==> src/rtl/dmem_arb_pkg.sv <==
// dmem_arb_pkg: shared FSM states, owner encoding and stall-counter width for dmem_arbiter
package dmem_arb_pkg;

    typedef enum logic [1:0] {IDLE, ISSUE, RESP} state_t;

    localparam logic OWN_CPU = 1'b0;
    localparam logic OWN_DBG = 1'b1;

    localparam int STALL_W = 16;

endpackage

==> src/rtl/rr_arb2.sv <==
// rr_arb2: two-way round-robin pick between the CPU and debug requesters
module rr_arb2
    import dmem_arb_pkg::*;
(
    input  logic req_cpu,
    input  logic req_dbg,
    input  logic last_grant,
    output logic any,
    output logic win
);

    assign any = req_cpu | req_dbg;
    assign win = (req_cpu && req_dbg) ? ~last_grant : (req_dbg ? OWN_DBG : OWN_CPU);

endmodule

==> src/rtl/dmem_arbiter.sv <==
// dmem_arbiter: shares one data-memory port between a CPU and a debug requester (optional DMEM_ARB_STALL_CNT_EN adds cpu_stall_cnt)
module dmem_arbiter
    import dmem_arb_pkg::*;
#(
    parameter int AW = 32,
    parameter int DW = 32
) (
    input  logic          clk,
    input  logic          reset,
    input  logic          cpu_req,
    input  logic          cpu_we,
    input  logic [AW-1:0] cpu_addr,
    input  logic [DW-1:0] cpu_wdata,
    output logic          cpu_gnt,
    output logic          cpu_rvalid,
    output logic [DW-1:0] cpu_rdata,
    input  logic          dbg_req,
    input  logic          dbg_we,
    input  logic [AW-1:0] dbg_addr,
    input  logic [DW-1:0] dbg_wdata,
    output logic          dbg_gnt,
    output logic          dbg_rvalid,
    output logic [DW-1:0] dbg_rdata,
    output logic          mem_en,
    output logic          mem_we,
    output logic [AW-1:0] mem_addr,
    output logic [DW-1:0] mem_wdata,
    input  logic [DW-1:0] mem_rdata
`ifdef DMEM_ARB_STALL_CNT_EN
    ,
    output logic [STALL_W-1:0] cpu_stall_cnt
`endif
);

    state_t        state, state_d;
    logic          owner, owner_d;
    logic          last_grant, last_d;
    logic          rd, rd_d;
    logic          armed;
    logic          any, win;
    logic          sel_req, sel_we;
    logic [AW-1:0] sel_addr;
    logic [DW-1:0] sel_wdata;

    rr_arb2 u_arb (
        .req_cpu   (cpu_req),
        .req_dbg   (dbg_req),
        .last_grant(last_grant),
        .any       (any),
        .win       (win)
    );

    assign sel_req   = owner == OWN_DBG ? dbg_req   : cpu_req;
    assign sel_we    = owner == OWN_DBG ? dbg_we    : cpu_we;
    assign sel_addr  = owner == OWN_DBG ? dbg_addr  : cpu_addr;
    assign sel_wdata = owner == OWN_DBG ? dbg_wdata : cpu_wdata;

    // State and arbitration history; armed holds off arbitration for the first cycle after reset release
    always_ff @(posedge clk or negedge reset) begin
        if (!reset) begin
            state      <= IDLE;
            owner      <= OWN_CPU;
            last_grant <= OWN_DBG;
            rd         <= 1'b0;
            armed      <= 1'b0;
        end else begin
            state      <= state_d;
            owner      <= owner_d;
            last_grant <= last_d;
            rd         <= rd_d;
            armed      <= 1'b1;
        end
    end

    // Next state and all outputs; an owner that dropped req by its ISSUE cycle gets no access
    always_comb begin
        state_d    = state;
        owner_d    = owner;
        last_d     = last_grant;
        rd_d       = rd;
        cpu_gnt    = 1'b0;
        dbg_gnt    = 1'b0;
        cpu_rvalid = 1'b0;
        dbg_rvalid = 1'b0;
        cpu_rdata  = '0;
        dbg_rdata  = '0;
        mem_en     = 1'b0;
        mem_we     = 1'b0;
        mem_addr   = '0;
        mem_wdata  = '0;
        case (state)
            IDLE: begin
                if (armed && any) begin
                    owner_d = win;
                    state_d = ISSUE;
                end
            end
            ISSUE: begin
                if (sel_req) begin
                    mem_en    = 1'b1;
                    mem_we    = sel_we;
                    mem_addr  = sel_addr;
                    mem_wdata = sel_wdata;
                    cpu_gnt   = owner == OWN_CPU;
                    dbg_gnt   = owner == OWN_DBG;
                    last_d    = owner;
                    rd_d      = !sel_we;
                    state_d   = RESP;
                end else begin
                    state_d = IDLE;
                end
            end
            RESP: begin
                cpu_rvalid = rd && owner == OWN_CPU;
                dbg_rvalid = rd && owner == OWN_DBG;
                cpu_rdata  = cpu_rvalid ? mem_rdata : '0;
                dbg_rdata  = dbg_rvalid ? mem_rdata : '0;
                owner_d    = any ? win : owner;
                state_d    = any ? ISSUE : IDLE;
            end
            default: state_d = IDLE;
        endcase
    end

`ifdef DMEM_ARB_STALL_CNT_EN
    // Cycles the CPU spends requesting without a grant, saturating at all-ones
    always_ff @(posedge clk or negedge reset) begin
        if (!reset)
            cpu_stall_cnt <= '0;
        else if (cpu_req && !cpu_gnt && cpu_stall_cnt != '1)
            cpu_stall_cnt <= cpu_stall_cnt + 16'd1;
    end
`endif

endmodule
==> config.mk <==
export PLATFORM = sky130hd
export DESIGN_NAME = dmem_arbiter
export DESIGN_NICKNAME = d
export VERILOG_FILES = /design/src/rtl/dmem_arb_pkg.sv /design/src/rtl/rr_arb2.sv /design/src/rtl/dmem_arbiter.sv
export SDC_FILE = /design/constraint.sdc
export NUM_CORES = 1
export LEC_CHECK = 0
export ABC_AREA = 1
export ABC_CLOCK_PERIOD_IN_PS = 1400
export CORE_AREA = 2 2 116 118
export DETAILED_ROUTE_END_ITERATION = 10
export DIE_AREA = 0 0 118 120
export PLACE_DENSITY = 0.67
export SYNTH_ARGS = -nofsm -noshare
export SYNTH_HDL_FRONTEND = slang
export SYNTH_HIERARCHICAL = 1
export SYNTH_SLANG_ARGS = --single-unit
==> constraint.sdc <==
create_clock -name clk -period 1.4 [get_ports clk]
set_input_delay 0.21 -clock clk [delete_from_list [all_inputs] [get_ports clk]]
set_output_delay 0.21 -clock clk [all_outputs]
set_load 0.05 [all_outputs]
# After elaboration in Yosys (flattened, before gate mapping)
# Index checks and enable logic that the tools add are counted.
[word_totals]
ff_bits = 6
elab_cells = 52
[op_classes]
eq_ne = 4
n_mux = 31
bitwise_logic = 3
reduce_logical = 9
[op_table]
columns = ["cell", "count"]
rows = [
  ["$mux 32", 10],
  ["$mux 1", 17],
  ["$pmux 2 s3", 1],
  ["$logic_and 1x1->1", 4],
  ["$mux 2", 2],
  ["$ne 2x2->1 const B", 2],
  ["$reduce_and 3->1", 1],
  ["$eq 2x1->1 const B", 1],
  ["$eq 2x2->1 const B", 1],
  ["$logic_not 2->1", 1],
  ["$not 1->1", 2],
  ["$pmux 1 s2", 1],
  ["$reduce_and 2->1", 1],
  ["$reduce_bool 2->1", 1],
  ["$logic_not 1->1", 1],
  ["$or 1x1->1", 1],
]

# Longest topological paths before layout
[logic_depth]
ltp_word = 4
ltp_mapped = 8

# Cells and area by module
# Netlist, hierarchy kept.
[by_module_without_submodules]
columns = ["mod", "instances", "cells_per_inst", "area_each_um2"]
rows = [
  ["dmem_arbiter", 1, 361, 1811.7],
  ["rr_arb2", 1, 3, 15.0],
]

# Worst setup path before layout
# Ideal clock, no wire load.
[synth_path]
path_kind = "flip-flop to output port"
from = "register owner"
to = "output port mem_addr[24]"
arrival_ns = 1.646
required_ns = 1.190
setup_slack_ns = -0.456
path_stages_with_launch = 9
path_buffers = 3
cell_sequence = "dfrtp_1 > buf_6 > inv_2 > nand2_2 > nand2_2 > nand2_2 > buf_6 > buf_6 > nor2_1"
[synth_between]
elab_chain_len = 3
[synth_rtl]
columns = ["item", "line", "text"]
rows = [
  ["from (decl)", "dmem_arbiter.sv:36", "logic owner, owner_d;"],
  ["from (signal assigned)", "dmem_arbiter.sv:68", "owner <= owner_d;"],
  ["$mux 32 or $mux 1 (tied branches)", "dmem_arbiter.sv:55, dmem_arbiter.sv:53", ""],
  ["$mux 32 *", "dmem_arbiter.sv:99", "if (sel_req) begin"],
  ["$mux 32 *", "dmem_arbiter.sv:91", "case (state)"],
  ["to (decl)", "dmem_arbiter.sv:26", "output logic [AW-1:0] mem_addr,"],
]
# Mark *: on every way between the ends. The rest lies on a longest branch, timed or not.

# Worst setup path after layout
[layout_path]
from = "register owner"
to = "output port mem_wdata[22]"
[layout_between]
elab_chain_len = 3
[layout_rtl]
columns = ["item", "line", "text"]
rows = [
  ["$mux 32 or $mux 1 (tied branches)", "dmem_arbiter.sv:56, dmem_arbiter.sv:53", ""],
  ["$mux 32 *", "dmem_arbiter.sv:99", ""],
  ["$mux 32 *", "dmem_arbiter.sv:91", ""],
  ["to (decl)", "dmem_arbiter.sv:27", "output logic [DW-1:0] mem_wdata,"],
]
# Marked as above.

==> flow_metrics.env <==
export IMPL_grt_pass1_vias=4005
export IMPL_synth_seq_cells=6
export IMPL_ys_seq_area_frac=0.0829
export IMPL_netlist_area_um2=1830
export IMPL_fp_dieH_um=120
export IMPL_period_share=1.30
export IMPL_start_kind="flip-flop"
export IMPL_synth_compound_area_frac=0.266
export IMPL_antenna_left=0
export IMPL_synth_mux_area_frac=0
export IMPL_vias_per_cell=4.14
export IMPL_post_route_drc_count=0
export IMPL_crit_type="reg2out"
export IMPL_dpl_cell_area_um2=7630
export IMPL_path_max_fanout=34
export IMPL_final_nets=865
export IMPL_insertion_delay_ns=0.23
export IMPL_synth_top_family_by_area="simple AND/OR/NAND/NOR gates"
export IMPL_arrival_ns=1.61
export IMPL_cts_clk_slew_worst_paths_ns=0.03
export IMPL_syn_to_final_growth_pct=348
export IMPL_wl_per_cell_um=15.1
export IMPL_violations="negative setup slack"
export IMPL_ys_types=19
export IMPL_final_setup_worst_slack_ns=-0.423
export IMPL_final_common_cell="clkdlybuf4s50_1"
export IMPL_setup_viol=134
export IMPL_grt_pass1_wl_mm=20.8
export IMPL_rows=42
export IMPL_fin_worst_skew_ns=0.00113
export IMPL_postLayoutCellArea_um2=8180
export IMPL_num_vias=3614
export IMPL_drive_above_1_share=0.511
export IMPL_grt_ovfl_total=0
export IMPL_n_antenna_cell=0
export IMPL_fp_dieArea_um2=14200
export IMPL_hp_class="in2async"
export IMPL_grt_max_degree=35
export IMPL_cts_sinks=6
export IMPL_peakVddDrop_uv=465
export IMPL_ioPinCount=300
export IMPL_synthCells=364
export IMPL_finalSetupTns_ns=-49.26
export IMPL_synthesis_nets=530
export IMPL_portBuffers=299
export IMPL_die_w_um=118
export IMPL_syn_area_per_cell_um2=5.02
export IMPL_synth_xor_area_frac=0
export IMPL_drt_initial_drc_count=53
export IMPL_max_cap_violations=0
export IMPL_finalWirelength_mm=13.2
export IMPL_report_final_slew_viol_count=0
export IMPL_run_status="complete, but fails checks"
export IMPL_clock_fmax_mhz=549
export IMPL_grt_total_usage=0.183
export IMPL_cts_buffer_depth=2
export IMPL_hold_violations=0
export IMPL_powerDensity_nw_per_um2=741
export IMPL_dp_hpwl_mm=11.4
export IMPL_synth_fa_ha_area_frac=0
export IMPL_crit_required_ns=1.19
export IMPL_htreeDepth=1
export IMPL_antenna_found_initial=1
export IMPL_final_cell_mix="165 x clkdlybuf4s50_1, 147 x buf_12, 130 x nor2_4"
export IMPL_ys_warn_count=6
export IMPL_cts_tree="built"
export IMPL_firstDrtPassIters=4
export IMPL_start_util=0.141
export IMPL_rsz0062_at_grt="yes"
export IMPL_synth_simple_area_share=0.460
export IMPL_p_leak_nw=3.18
export IMPL_timing_critical_path_to_type="primary output"
export IMPL_place_congestion=0.793
export IMPL_numCtsBuffers=3
export IMPL_min_period_ns=1.82
export IMPL_core_region_area_um2=13000
export IMPL_p_total_mw=6.06
export IMPL_cts_root_buf="clkbuf_16"
[metrics by stage]
stage | worst slack, ns | cells | utilization | hold WS, ns
after floorplan | -0.129 | 364 | - | -0.0856
after global placement | -0.370 | 854 | 0.588 | 0.452
after detailed placement | -0.396 | 854 | 0.588 | 0.464
after CTS | -0.447 | 872 | 0.626 | 0.220
after global routing | -0.479 | 874 | 0.630 | 0.239
final | -0.423 | 874 | 0.630 | 0.216
[worst max-delay path: stages, from the launching register on]
cell and delay (ns):
dfrtp_2 0.46, buf_12 0.19, nand2_1 0.10, a21boi_0 0.37, nor2_4 0.08, buf_12 0.16
[routing by layer]
metal	wire, um	global-route usage	vias to the layer above
met5	13	0	-
met4	151	0.0346	2
met3	960	0.0399	14
met2	7830	0.389	193
met1	4260	0.179	1636
li1	-	-	1769
[where the power goes]
group	leakage (nW)	total [mW]	switching (mW)	internal (mW)
clock	0.0382	0.490	0.111	0.379
combinational	3.07	5.27	2.82	2.45
sequential	0.0721	0.302	0.0698	0.232
total	3.18	6.06	3.00	3.06
[Yosys cell counts]
library cell  instances  area (um^2)
nand2_1              76          285
a21boi_0             64          480
inv_1                44          165
nor2_1              131          492
dfstp_2               1         26.3
buf_6                 3         33.8
or2_1                 1         6.26
nand2_2               3         18.8
buf_2                16         80.1
clkbuf_1              3         11.3
nand3_1               3         15.0
buf_4                 6         45.0
inv_2                 3         11.3
nand3_2               1         10.0
nor2_2                1         6.26
nand4_1               1         6.26
a21oi_1               1         5.00
dfrtp_1               5          125
conb_1                1         3.75
[sequential cells by signal, summed over array words and instances (netlist names)]
name,flops
armed,1
last_grant,1
owner,1
rd,1
state,2
[logic make-up after synthesis]
family	Yosys count
buffers and inverters	75
and+or+nand+nor	217
other	1
DFF	6
AOI/OAI and AO/OA	65
[area by class of cell]
type,instances,area (um^2)
timing repair buffer,355,5050
sequential,6,153
inverter,47,190
tap,176,220
multi-input combinational,286,2490
fill,992,4800
clock buffer,4,78.8
[path summary, 6_finish.rpt]
kind | from | to | slack [ns] | cells past startpoint
min | reset | state[1]$_DFFE_PN0P_ | 0.22 | 1
max | owner$_DFFE_PN0P_ | mem_wdata[22] | -0.42 | 5
max reg2reg | owner$_DFFE_PN0P_ | rd$_DFFE_PN0P_ | 0.09 | 6
min in group clk | last_grant$_DFFE_PN1P_ | last_grant$_DFFE_PN1P_ | 0.48 | 2
min reg2reg | last_grant$_DFFE_PN1P_ | last_grant$_DFFE_PN1P_ | 0.48 | 2
max in group asynchronous | reset | last_grant$_DFFE_PN1P_ | 0.92 | 1
[repair_timing]
| action | in CTS | in global routing |
|---|---|---|
| buffers inserted | 9 | 3 |
| setup endpoints to repair | 134 | 135 |
| hold buffers | 0 | 0 |
| pin swaps | 3 | 6 |
| gates cloned | 5 | 0 |
| resized for setup | 96 | 18 |
Note: power is estimated with default switching activity, not from simulation.
